### src/rtl/key_debounce_array_pkg.sv
// Shared types for the key debounce array: per-channel FSM state encoding
// and the counter width helper.
package key_pkg;

   typedef enum logic [2:0] {
      IDLE         = 3'd0,
      PRESS_WAIT   = 3'd1,
      HELD         = 3'd2,
      LONG_HELD    = 3'd3,
      RELEASE_WAIT = 3'd4
   } key_state_e;

   // Bits needed to hold values 0..max_val inclusive (never less than 1).
   function automatic int cnt_width(input int max_val);
      return (max_val < 1) ? 1 : $clog2(max_val + 1);
   endfunction

endpackage

### src/rtl/key_debounce_array_if.sv
// Key bundle between the pins/game logic and the debounce array.
// Pulses are 1-clk wide and only follow a sample_tick cycle; there is no backpressure.
interface key_debounce_array_if #(
   parameter int N_KEYS = 8
);
   logic [N_KEYS-1:0]   key_in;
   logic                sample_tick;
   logic [N_KEYS-1:0]   key_level;
   logic [N_KEYS-1:0]   key_press;
   logic [N_KEYS-1:0]   key_release;
   logic [N_KEYS-1:0]   key_long;
   logic [3*N_KEYS-1:0] dbg_state;

   modport master (
      output key_in,
      input  sample_tick, key_level, key_press, key_release, key_long, dbg_state
   );

   modport slave (
      input  key_in,
      output sample_tick, key_level, key_press, key_release, key_long, dbg_state
   );
endinterface

### src/rtl/key_debounce_chan.sv
// One key channel: 2-FF synchroniser, sampled stability count and event FSM.
// Optional auto-repeat in LONG_HELD when KEY_DEBOUNCE_AUTOREPEAT_EN is defined.
module key_debounce_chan
   import key_pkg::*;
#(
   parameter int   STABLE_SAMPLES = 4,
   parameter int   LONG_SAMPLES   = 100,
   parameter int   REPEAT_SAMPLES = 20,
   parameter logic INVERT         = 1'b0
) (
   input  logic       clk,
   input  logic       rst_n,
   input  logic       tick_i,
   input  logic       key_i,
   output logic       level_o,
   output logic       press_o,
   output logic       release_o,
   output logic       long_o,
   output key_state_e state_o
);

   localparam int CNT_W  = cnt_width(STABLE_SAMPLES);
   localparam int HOLD_W = cnt_width(LONG_SAMPLES);
   localparam logic [CNT_W-1:0]  STABLE_C = CNT_W'(STABLE_SAMPLES);
   localparam logic [HOLD_W-1:0] LONG_C   = HOLD_W'(LONG_SAMPLES);

   if (STABLE_SAMPLES < 1 || REPEAT_SAMPLES < 1) begin : g_param_check
      $error("key_debounce_chan: STABLE_SAMPLES and REPEAT_SAMPLES must be >= 1");
   end

   logic              sync1_q, sync2_q;
   logic              p;
   key_state_e        state_q;
   logic [CNT_W-1:0]  cnt_q, cnt_d;
   logic [HOLD_W-1:0] hold_q, hold_d;
   logic              from_long_q;
   logic              level_q, press_q, release_q, long_q;

   assign p      = sync2_q ^ INVERT;
   assign cnt_d  = cnt_q + CNT_W'(1);
   assign hold_d = (hold_q == LONG_C) ? hold_q : hold_q + HOLD_W'(1);

`ifdef KEY_DEBOUNCE_AUTOREPEAT_EN
   localparam int REP_W = cnt_width(REPEAT_SAMPLES);
   localparam logic [REP_W-1:0] REPEAT_C = REP_W'(REPEAT_SAMPLES);
   logic [REP_W-1:0] rep_q, rep_d;
   assign rep_d = rep_q + REP_W'(1);
`endif

   always_ff @(posedge clk or negedge rst_n) begin
      if (!rst_n) begin
         sync1_q     <= 1'b0;
         sync2_q     <= 1'b0;
         state_q     <= IDLE;
         cnt_q       <= '0;
         hold_q      <= '0;
         from_long_q <= 1'b0;
         level_q     <= 1'b0;
         press_q     <= 1'b0;
         release_q   <= 1'b0;
         long_q      <= 1'b0;
`ifdef KEY_DEBOUNCE_AUTOREPEAT_EN
         rep_q       <= '0;
`endif
      end else begin
         sync1_q   <= key_i;
         sync2_q   <= sync1_q;
         press_q   <= 1'b0;
         release_q <= 1'b0;
         long_q    <= 1'b0;
         if (tick_i) begin
            case (state_q)
               IDLE: begin
                  if (p) begin
                     if (STABLE_SAMPLES <= 1) begin
                        state_q <= HELD;
                        level_q <= 1'b1;
                        press_q <= 1'b1;
                        hold_q  <= '0;
                     end else begin
                        state_q <= PRESS_WAIT;
                        cnt_q   <= CNT_W'(1);
                     end
                  end
               end
               PRESS_WAIT: begin
                  if (!p) begin
                     state_q <= IDLE;
                  end else if (cnt_d == STABLE_C) begin
                     state_q <= HELD;
                     level_q <= 1'b1;
                     press_q <= 1'b1;
                     hold_q  <= '0;
                  end else begin
                     cnt_q <= cnt_d;
                  end
               end
               HELD, LONG_HELD: begin
                  if (!p) begin
                     from_long_q <= (state_q == LONG_HELD);
`ifdef KEY_DEBOUNCE_AUTOREPEAT_EN
                     rep_q       <= '0;
`endif
                     // A single-sample filter releases on the very first low sample.
                     if (STABLE_SAMPLES <= 1) begin
                        state_q   <= IDLE;
                        level_q   <= 1'b0;
                        release_q <= 1'b1;
                        hold_q    <= '0;
                     end else begin
                        state_q <= RELEASE_WAIT;
                        cnt_q   <= CNT_W'(1);
                     end
                  end else if (state_q == HELD) begin
                     hold_q <= hold_d;
                     if (hold_d == LONG_C) begin
                        state_q <= LONG_HELD;
                        long_q  <= 1'b1;
                     end
                  end else begin
`ifdef KEY_DEBOUNCE_AUTOREPEAT_EN
                     if (rep_d == REPEAT_C) begin
                        press_q <= 1'b1;
                        rep_q   <= '0;
                     end else begin
                        rep_q <= rep_d;
                     end
`endif
                  end
               end
               RELEASE_WAIT: begin
                  if (p) begin
                     state_q <= from_long_q ? LONG_HELD : HELD;
                  end else if (cnt_d == STABLE_C) begin
                     state_q   <= IDLE;
                     level_q   <= 1'b0;
                     release_q <= 1'b1;
                     hold_q    <= '0;
                  end else begin
                     cnt_q <= cnt_d;
                  end
               end
               default: state_q <= IDLE;
            endcase
         end
      end
   end

   assign level_o   = level_q;
   assign press_o   = press_q;
   assign release_o = release_q;
   assign long_o    = long_q;
   assign state_o   = state_q;

endmodule

### src/rtl/key_debounce_array.sv
// N-channel push-button conditioner with a shared sample divider.
// Define KEY_DEBOUNCE_AUTOREPEAT_EN to build the auto-repeat counters.
module key_debounce_array
   import key_pkg::*;
#(
   parameter int              N_KEYS         = 8,
   parameter int              CLK_FREQ       = 1000000,
   parameter int              SAMPLE_HZ      = 100,
   parameter int              STABLE_SAMPLES = 4,
   parameter int              LONG_SAMPLES   = 100,
   parameter int              REPEAT_SAMPLES = 20,
   parameter logic [N_KEYS-1:0] INVERT_MASK  = '0
) (
   input logic                   clk,
   input logic                   rst_n,
   key_debounce_array_if.slave   bus
);

   localparam int DIV   = CLK_FREQ / SAMPLE_HZ;
   localparam int DIV_W = $clog2(DIV);
   localparam logic [DIV_W-1:0] DIV_LAST = DIV_W'(DIV - 1);

   if (DIV < 2) begin : g_param_check
      $error("key_debounce_array: CLK_FREQ/SAMPLE_HZ must be >= 2");
   end

   logic [DIV_W-1:0]    div_q;
   logic                tick;
   logic [N_KEYS-1:0]   level_w, press_w, release_w, long_w;
   logic [3*N_KEYS-1:0] dbg_w;

   assign tick = (div_q == DIV_LAST);

   always_ff @(posedge clk or negedge rst_n) begin
      if (!rst_n) begin
         div_q <= '0;
      end else begin
         div_q <= tick ? '0 : div_q + DIV_W'(1);
      end
   end

   for (genvar g = 0; g < N_KEYS; g++) begin : g_chan
      key_state_e st_w;

      key_debounce_chan #(
         .STABLE_SAMPLES (STABLE_SAMPLES),
         .LONG_SAMPLES   (LONG_SAMPLES),
         .REPEAT_SAMPLES (REPEAT_SAMPLES),
         .INVERT         (INVERT_MASK[g])
      ) u_chan (
         .clk       (clk),
         .rst_n     (rst_n),
         .tick_i    (tick),
         .key_i     (bus.key_in[g]),
         .level_o   (level_w[g]),
         .press_o   (press_w[g]),
         .release_o (release_w[g]),
         .long_o    (long_w[g]),
         .state_o   (st_w)
      );

      assign dbg_w[g*3 +: 3] = st_w;
   end

   assign bus.sample_tick = tick;
   assign bus.key_level   = level_w;
   assign bus.key_press   = press_w;
   assign bus.key_release = release_w;
   assign bus.key_long    = long_w;
   assign bus.dbg_state   = dbg_w;

endmodule

### src/flat_wrapper.sv
// flat-port wrapper written by rule: the top's interface ports become plain ports
module key_debounce_array_flat import key_pkg::*;
#(
   parameter int              N_KEYS         = 8,
   parameter int              CLK_FREQ       = 1000000,
   parameter int              SAMPLE_HZ      = 100,
   parameter int              STABLE_SAMPLES = 4,
   parameter int              LONG_SAMPLES   = 100,
   parameter int              REPEAT_SAMPLES = 20,
   parameter logic [N_KEYS-1:0] INVERT_MASK  = '0
)
  (clk, rst_n, bus_key_in, bus_sample_tick, bus_key_level, bus_key_press, bus_key_release, bus_key_long, bus_dbg_state);
  key_debounce_array_if #(.N_KEYS(N_KEYS)) bus_i ();
  input logic clk;
  input logic rst_n;
  input wire logic [$bits(bus_i.key_in)-1:0] bus_key_in;
  output wire logic [$bits(bus_i.sample_tick)-1:0] bus_sample_tick;
  output wire logic [$bits(bus_i.key_level)-1:0] bus_key_level;
  output wire logic [$bits(bus_i.key_press)-1:0] bus_key_press;
  output wire logic [$bits(bus_i.key_release)-1:0] bus_key_release;
  output wire logic [$bits(bus_i.key_long)-1:0] bus_key_long;
  output wire logic [$bits(bus_i.dbg_state)-1:0] bus_dbg_state;
  assign bus_i.key_in = bus_key_in;
  assign bus_sample_tick = bus_i.sample_tick;
  assign bus_key_level = bus_i.key_level;
  assign bus_key_press = bus_i.key_press;
  assign bus_key_release = bus_i.key_release;
  assign bus_key_long = bus_i.key_long;
  assign bus_dbg_state = bus_i.dbg_state;
  key_debounce_array #(.N_KEYS(N_KEYS), .CLK_FREQ(CLK_FREQ), .SAMPLE_HZ(SAMPLE_HZ), .STABLE_SAMPLES(STABLE_SAMPLES), .LONG_SAMPLES(LONG_SAMPLES), .REPEAT_SAMPLES(REPEAT_SAMPLES), .INVERT_MASK(INVERT_MASK)) u_core (.clk(clk), .rst_n(rst_n), .bus(bus_i));
endmodule
### config.mk
export PLATFORM = sky130hd
export DESIGN_NAME = key_debounce_array_flat
export DESIGN_NICKNAME = d
export VERILOG_FILES = /design/src/rtl/key_debounce_array_pkg.sv /design/src/rtl/key_debounce_array_if.sv /design/src/rtl/key_debounce_chan.sv /design/src/rtl/key_debounce_array.sv /design/src/flat_wrapper.sv
export SDC_FILE = /design/constraint.sdc
export NUM_CORES = 1
export LEC_CHECK = 0
export CAP_MARGIN = 20
export CORE_AREA = 8 8 155 157
export DETAILED_ROUTE_END_ITERATION = 7
export DIE_AREA = 0 0 163 165
export PLACE_DENSITY = 0.71
export SKIP_CTS_REPAIR_TIMING = 1
export SLEW_MARGIN = 10
export SYNTH_ARGS = -nofsm -noshare
export SYNTH_HDL_FRONTEND = slang
export SYNTH_SLANG_ARGS = --single-unit
### constraint.sdc
create_clock -name clk -period 2.3 [get_ports clk]
set_clock_uncertainty 0.2 [all_clocks]
set_input_delay 0.69 -clock clk [delete_from_list [all_inputs] [get_ports clk]]
set_output_delay 0.69 -clock clk [all_outputs]
set_load 0.03 [all_outputs]
==> flow_metrics.env, run 1 <==
export IMPL_ys_ff_latch=174
export IMPL_remaining_drc_errors=0
export IMPL_required_ns=1.41
export IMPL_asyncSetResetFlopFracSynth_pct=100.0
export IMPL_finalWorstSetupSlack_ns=-0.3053
export IMPL_worst_r2r_path_depth=8
export IMPL_ant_nets=0
export IMPL_post_synth_inst_count=1172
export IMPL_die_area_sq_um=26900
export IMPL_clock_insertion_delay_worst_skew_ns=0.43
export IMPL_count_of_different_cell_masters_after_synthesis=84
export IMPL_holdCritPathClass="input pin to async pin"
export IMPL_ys_warn_count=0
export IMPL_core_area_sq_um=21490
export IMPL_area_growth_pct=27.70
export IMPL_vias_per_cell=5.840
export IMPL_clock_pin_slew_of_the_registers_on_the_worst_case_setup_and_hold_paths_ns=0.06
export IMPL_synth_ff_type="sky130_fd_sc_hd__dfrtp_1"
export IMPL_number_of_antenna_violations_at_the_first_check_in_global_routing=0
export IMPL_setup_viol=18
export IMPL_horizontal_extent_of_the_die_um=163
export IMPL_gp_congestion=0.8858
export IMPL_wl_per_cell_um=15.84
export IMPL_cp_end_kind="primary output"
export IMPL_layout_cell_area_non_filler_sq_um=13530
export IMPL_timing_max_cap_violations=0
export IMPL_syn_num_nets=1215
export IMPL_crit_path_max_fo=4
export IMPL_drt_total_wl_um=25120
export IMPL_path_class="flop to primary output"
export IMPL_rsz0062_at_grt="true"
export IMPL_synth_sequential_area_ratio_pct=41.10
export IMPL_vias=9263
export IMPL_buffer_depth_of_the_longest_clock_path=2
export IMPL_cts_root_buf="sky130_fd_sc_hd__clkbuf_16"
export IMPL_r2r_slack_ns=-0.17
export IMPL_cts_max_level=4
export IMPL_seq_area_sq_um=4357
export IMPL_die_h_um=165
export IMPL_antenna_diode_count=0
export IMPL_fillCellCount=1733
export IMPL_buffers_on_ports=66
export IMPL_rows=54
export IMPL_number_of_global_route_vias_before_repair=8575
export IMPL_leakage_nw=6.783
export IMPL_worst_setup_path_start_kind="flop"
export IMPL_place_detailed_hpwl_um=17200
export IMPL_r2r_start="u_core.div_q[1]"
export IMPL_max_slew_worst_pin_slew_ns=0.5683
export IMPL_initialDrtViolationCount=683
export IMPL_num_io_pins=67
export IMPL_power_per_cell_area_nw_per_um2=455.0
export IMPL_layout_worst_path_cycle_share_pct=113.3
export IMPL_final_net_count=1336
export IMPL_worst_slew_margin_rel_pct=61.88
export IMPL_post_route_util_pct=62.96
export IMPL_maxSlewViolCount=0
export IMPL_initial_utilization_pct=49.31
export IMPL_globalRoute_totalOverflow=0
export IMPL_tritoncts_num_sinks=174
export IMPL_grt_use_total_pct=18.01
export IMPL_timing_hold_violations_final=0
export IMPL_max_freq_mhz=383.8
export IMPL_grt_pass1_wl_um=40720
export IMPL_multi_input_comb_area_sq_um=6028
export IMPL_grt_max_degree=48
export IMPL_finalWorstPathRequiredPeriod_ns=2.605
export IMPL_postPlaceCellArea_sq_um=12020
export IMPL_crit_arrival_ns=1.72
export IMPL_tritoncts_clock_tree="yes"
export IMPL_post_synth_edffs=0
export IMPL_result_of_the_run="finished, violations left"
export IMPL_synthesis_area_sq_um=10590
export IMPL_cts_made_buffers=17
export IMPL_final_layout_size_suffix_gt1_share_pct=21.21
export IMPL_rr_endpoint="u_core.g_chan[5].u_chan.hold_q[3]"
export IMPL_synth_area_per_cell_sq_um=9.039
export IMPL_violations="negative setup slack"
export IMPL_peakVddDrop_mv=0.5007
export IMPL_dr_pass1_iters=6
cells in the mapped netlist (all sizes together) (12+ instances only):
library cell	number	share of area (%)
mux2	12	1.3
xnor2	26	2.1
nor3	34	1.8
buf	47	3.1
xor2	25	2.1
dfrtp	174	41
nand3b	13	0.92
o22ai	15	0.89
nor2b	22	1.3
nor4	21	1.3
o21ai	75	3.5
a21o	18	1.3
nand3	45	2.1
or3	20	1.2
nor2	76	2.7
a22o	18	1.5
a21oi	50	2.4
a31oi	22	1.3
inv	68	2.4
nand2b	21	1.2
ha	33	3.9
mux2i	15	1.4
clkbuf	44	1.6
and3	21	1.2
nand2	84	3.0
nand4	16	0.94
sequential cells by signal, indices dropped and copies added (netlist names):
register / count
u_core.g_chan.u_chan.long_o: 8
u_core.g_chan.u_chan.from_long_q: 8
u_core.g_chan.u_chan.press_o: 8
u_core.g_chan.u_chan.release_o: 8
u_core.g_chan.u_chan.cnt_q: 24
u_core.g_chan.u_chan.level_o: 8
u_core.g_chan.u_chan.hold_q: 56
u_core.g_chan.u_chan.p: 8
u_core.g_chan.u_chan.state_o: 24
u_core.div_q: 14
u_core.g_chan.u_chan.sync1_q: 8
worst max path at each step:
stage / cells past startpoint / endpoint / start
6_report: 5 / bus_sample_tick / u_core.div_q[1]
5_1_grt: 5 / bus_sample_tick / u_core.div_q[1]
4_1_cts: 5 / bus_sample_tick / u_core.div_q[1]
3_5_place_dp: 7 / u_core.g_chan[0].u_chan.state_o[0] / u_core.div_q[1]
3_3_place_gp: 7 / u_core.g_chan[3].u_chan.state_o[1] / u_core.div_q[0]
2_1_floorplan: 6 / u_core.g_chan[5].u_chan.hold_q[2] / u_core.g_chan[5].u_chan.state_o[2]
per-layer routing:
layer	share of wire [%]	global-route usage [%]	routed length [um]	up-vias
li1	-	-	-	4462
met1	46	24.28	11640	4541
met2	48	29.42	12180	233
met3	3.9	3.016	989	27
met4	1.2	5.046	308	0
met5	0	0	0	-
final cells by class:
cell class	count	area share, %
clock buffers	23	3.607
clock inverters	9	0.8047
inverters	68	1.887
multi-input cells	839	44.56
flip-flops and latches	174	32.20
well taps	280	2.590
repair buffers	193	14.35
critical path, stage by stage (launching register included):
cell	delay [ns]
sky130_fd_sc_hd__dfrtp_1	0.36
sky130_fd_sc_hd__ha_2	0.19
sky130_fd_sc_hd__and3_4	0.19
sky130_fd_sc_hd__nand4_1	0.21
sky130_fd_sc_hd__inv_2	0.18
sky130_fd_sc_hd__buf_6	0.15
placed cells by master, fill, tap and decap left out, types with 10 or more instances in the layout:
cell type / Yosys / layout
sky130_fd_sc_hd__a21o_1: 18 / 18
sky130_fd_sc_hd__a21oi_1: 50 / 42
sky130_fd_sc_hd__a22o_1: 17 / 17
sky130_fd_sc_hd__a31oi_1: 22 / 21
sky130_fd_sc_hd__and2_1: 11 / 11
sky130_fd_sc_hd__and3_1: 21 / 20
sky130_fd_sc_hd__buf_4: 32 / 109
sky130_fd_sc_hd__clkbuf_16: 0 / 20
sky130_fd_sc_hd__dfrtp_1: 174 / 172
sky130_fd_sc_hd__dlymetal6s2s_1: 0 / 55
sky130_fd_sc_hd__ha_1: 33 / 32
sky130_fd_sc_hd__inv_1: 68 / 67
sky130_fd_sc_hd__mux2_2: 12 / 12
sky130_fd_sc_hd__mux2i_1: 15 / 15
sky130_fd_sc_hd__nand2_1: 84 / 80
sky130_fd_sc_hd__nand2b_1: 21 / 20
sky130_fd_sc_hd__nand3_1: 45 / 42
sky130_fd_sc_hd__nand3b_1: 13 / 13
sky130_fd_sc_hd__nand4_1: 16 / 16
sky130_fd_sc_hd__nor2_1: 76 / 72
sky130_fd_sc_hd__nor2b_1: 22 / 22
sky130_fd_sc_hd__nor3_1: 30 / 23
sky130_fd_sc_hd__nor4_1: 20 / 14
sky130_fd_sc_hd__o21ai_0: 72 / 60
sky130_fd_sc_hd__o21ai_1: 3 / 10
sky130_fd_sc_hd__o22ai_1: 15 / 15
sky130_fd_sc_hd__or3_1: 19 / 15
sky130_fd_sc_hd__xnor2_1: 26 / 24
sky130_fd_sc_hd__xor2_1: 24 / 23
power breakdown:
part / total (mW) / internal (mW) / switching (mW)
Sequential: 3.09 / 3.07 / 0.0135
Combinational: 0.156 / 0.0545 / 0.101
Clock: 2.91 / 1.71 / 1.20
Total: 6.15 / 4.84 / 1.31
cells by family after synthesis:
| family | Yosys count | synth area share [%] |
|---|---|---|
| flops | 174 | 41.10 |
| mux | 27 | 2.693 |
| fa+ha+maj | 33 | 3.898 |
| buf+inv | 159 | 7.027 |
| compound gates | 294 | 18.66 |
| simple gates | 434 | 22.33 |
| xor+xnor | 51 | 4.287 |
metrics by stage:
stage	instances	worst slack, ns	power [mW]	setup TNS, ns	hold slack (ns)
after floorplan	1172	-0.007387	3.182	-0.009322	0.1312
after global placement	1537	-0.03128	3.295	-0.04704	0.1312
after detailed placement	1537	-0.09572	3.296	-1.018	0.1371
after CTS	1569	-0.3673	6.217	-6.807	0.008528
after global routing	1586	-0.3942	6.377	-6.659	0.02896
final	1586	-0.3053	6.155	-1.146	0.003164
(Power assumes the default switching activity.)
==> run 2, diff against run 1 <==
--- a/config.mk
+++ b/config.mk
@@ -9,7 +9,7 @@
 export CORE_AREA = 8 8 155 157
 export DETAILED_ROUTE_END_ITERATION = 7
 export DIE_AREA = 0 0 163 165
-export PLACE_DENSITY = 0.71
+export PLACE_DENSITY = 0.81
 export SKIP_CTS_REPAIR_TIMING = 1
 export SLEW_MARGIN = 10
 export SYNTH_ARGS = -nofsm -noshare
==> run 2 against run 1 <==
  * The run still ends with negative setup slack left
  * Cell area down 1.9%
  * Combinational power down 3%
  * Clock-buffer cell count up 2
  * Clock power down 4%
  * Critical path type unchanged
  * Largest power group unchanged
  * Highest routed layer unchanged
==> flow_metrics.env, run 2 (synthesis gave the netlist of run 1 again) <==
export IMPL_setup_viol=16
export IMPL_stdcell_count=1577
export IMPL_worst_slew_margin_rel_pct=65.56
export IMPL_number_of_global_route_vias_before_repair=8780
export IMPL_largest_register="u_core.g_chan.u_chan.hold_q"
export IMPL_die_h_um=165
export IMPL_holdCritPathClass="flop to flop"
export IMPL_die_area_sq_um=26900
export IMPL_source_of_the_worst_hold_timing_path="u_core.g_chan[1].u_chan.sync1_q"
export IMPL_grt_use_total_pct=18.03
export IMPL_initialDrtViolationCount=740
export IMPL_num_io_pins=67
export IMPL_ant_nets=0
export IMPL_globalRoute_totalOverflow=0
export IMPL_tritoncts_num_sinks=174
export IMPL_horizontal_extent_of_the_die_um=163
export IMPL_path_class="flop to primary output"
export IMPL_result_of_the_run="finished, violations left"
export IMPL_drt_total_wl_um=25420
export IMPL_number_of_antenna_violations_at_the_first_check_in_global_routing=0
export IMPL_vias_per_cell=5.904
export IMPL_finalWorstSetupSlack_ns=-0.3092
export IMPL_clock_insertion_delay_worst_skew_ns=0.43
export IMPL_crit_path_max_fo=7
export IMPL_holdPathEnd="u_core.g_chan[1].u_chan.p"
export IMPL_timing_hold_violations_final=0
export IMPL_required_ns=1.41
export IMPL_core_area_sq_um=21490
export IMPL_whs_path_depth=0
export IMPL_violations="negative setup slack"
export IMPL_timing_max_cap_violations=0
export IMPL_leakage_nw=6.659
export IMPL_rsz0062_at_grt="true"
export IMPL_r2r_start="u_core.div_q[1]"
export IMPL_grt_pass1_wl_um=40820
export IMPL_crit_arrival_ns=1.72
export IMPL_cts_max_level=4
export IMPL_tritoncts_clock_tree="yes"
export IMPL_area_growth_pct=25.31
export IMPL_place_detailed_hpwl_um=16920
export IMPL_buffer_depth_of_the_longest_clock_path=2
export IMPL_cp_end_kind="primary output"
export IMPL_gp_congestion=0.9116
export IMPL_clock_pin_slew_of_the_registers_on_the_worst_case_setup_and_hold_paths_ns=0.06
export IMPL_r2r_slack_ns=-0.15
export IMPL_place_worst_setup_slack_ns=-0.1896
export IMPL_cts_root_buf="sky130_fd_sc_hd__clkbuf_16"
export IMPL_rows=54
export IMPL_wl_per_cell_um=16.12
export IMPL_peakVddDrop_mv=0.4201
export IMPL_crit_start="u_core.div_q[1]"
export IMPL_final_common_cell="sky130_fd_sc_hd__dfrtp_1"
export IMPL_dr_pass1_iters=6
export IMPL_final_net_count=1327
export IMPL_buffers_on_ports=66
export IMPL_final_cell_mix="sky130_fd_sc_hd__dfrtp_1, sky130_fd_sc_hd__buf_4, sky130_fd_sc_hd__nand2_1, sky130_fd_sc_hd__nor2_1, sky130_fd_sc_hd__inv_1"
export IMPL_maxSlewViolCount=0
export IMPL_worst_setup_path_start_kind="flop"
export IMPL_cts_made_buffers=17
export IMPL_grt_max_degree=55
export IMPL_antenna_diode_count=0
export IMPL_final_layout_size_suffix_gt1_share_pct=18.50
export IMPL_worst_r2r_path_depth=9
export IMPL_initial_utilization_pct=49.31
export IMPL_layout_worst_path_cycle_share_pct=113.4
export IMPL_largest_register_ff_count=56
export IMPL_remaining_drc_errors=0
export IMPL_max_freq_mhz=383.3
export IMPL_rr_endpoint="u_core.g_chan[5].u_chan.hold_q[3]"
export IMPL_max_slew_worst_pin_slew_ns=0.5036
export IMPL_power_per_cell_area_nw_per_um2=455.2
export IMPL_dpl_cell_count=1529
export IMPL_finalWorstPathRequiredPeriod_ns=2.609
export IMPL_vias=9311
run 2: cell count changes in the layout (fill, tap and decap cells not counted), moves of 4 or more:
cell,previous run,this run
sky130_fd_sc_hd__clkbuf_1,2,6
sky130_fd_sc_hd__a21oi_1,42,48
sky130_fd_sc_hd__buf_4,109,103
sky130_fd_sc_hd__a21oi_2,8,2
sky130_fd_sc_hd__o31ai_2,5,1
run 2: area by class of cell:
class / instances / area, sq um
Timing Repair Buffer: 184 / 1798
Fill cell: 1659 / 8210
Sequential cell: 174 / 4357
Multi-Input combinational cell: 839 / 5949
Clock inverter: 7 / 87.58
Tap cell: 280 / 350.3
Inverter: 68 / 257.7
Clock buffer: 25 / 475.5
run 2: worst max path at each step:
stage	endpoint	slack, ns	depth (start not counted)
2_1_floorplan	u_core.g_chan[5].u_chan.hold_q[2]	-0.007	6
6_report	bus_sample_tick	-0.31	6
3_3_place_gp	u_core.g_chan[7].u_chan.from_long_q	-0.12	6
5_1_grt	bus_sample_tick	-0.41	5
3_5_place_dp	u_core.g_chan[7].u_chan.from_long_q	-0.19	6
4_1_cts	bus_sample_tick	-0.53	4
run 2: per-stage QoR:
step | hold WS, ns | area, sq um | utilization [%] | TNS, ns | total power [mW]
after floorplan | 0.1312 | 10620 | - | -0.009322 | 3.182
after global placement | 0.1336 | 11940 | 55.56 | -0.5060 | 3.287
after detailed placement | 0.1355 | 11940 | 55.56 | -3.311 | 3.290
after CTS | -0.04914 | 12500 | 58.18 | -8.979 | 6.103
after global routing | 0.1573 | 13280 | 61.79 | -5.025 | 6.249
final | 0.1498 | 13280 | 61.79 | -1.212 | 6.042
run 2: routing by layer:
layer | global-route usage [%] | routed length [um]
met1 | 23.22 | 11110
met2 | 30.50 | 12920
met3 | 2.916 | 1006
met4 | 5.796 | 379
met5 | 0 | 0
run 2: critical path, cell delays in order (launching register included):
cell and delay, ns:
sky130_fd_sc_hd__dfrtp_1 0.37, sky130_fd_sc_hd__ha_2 0.19, sky130_fd_sc_hd__and3_4 0.18, sky130_fd_sc_hd__nand4_1 0.12
sky130_fd_sc_hd__buf_6 0.16, sky130_fd_sc_hd__inv_4 0.12, sky130_fd_sc_hd__buf_6 0.16
run 2: power breakdown:
| group | leakage [nW] | switching (mW) | internal [mW] |
|---|---|---|---|
| clock network | 0.275 | 1.15 | 1.65 |
| logic | 4.01 | 0.100 | 0.0511 |
| registers | 2.38 | 0.0127 | 3.07 |
| total | 6.66 | 1.26 | 4.78 |
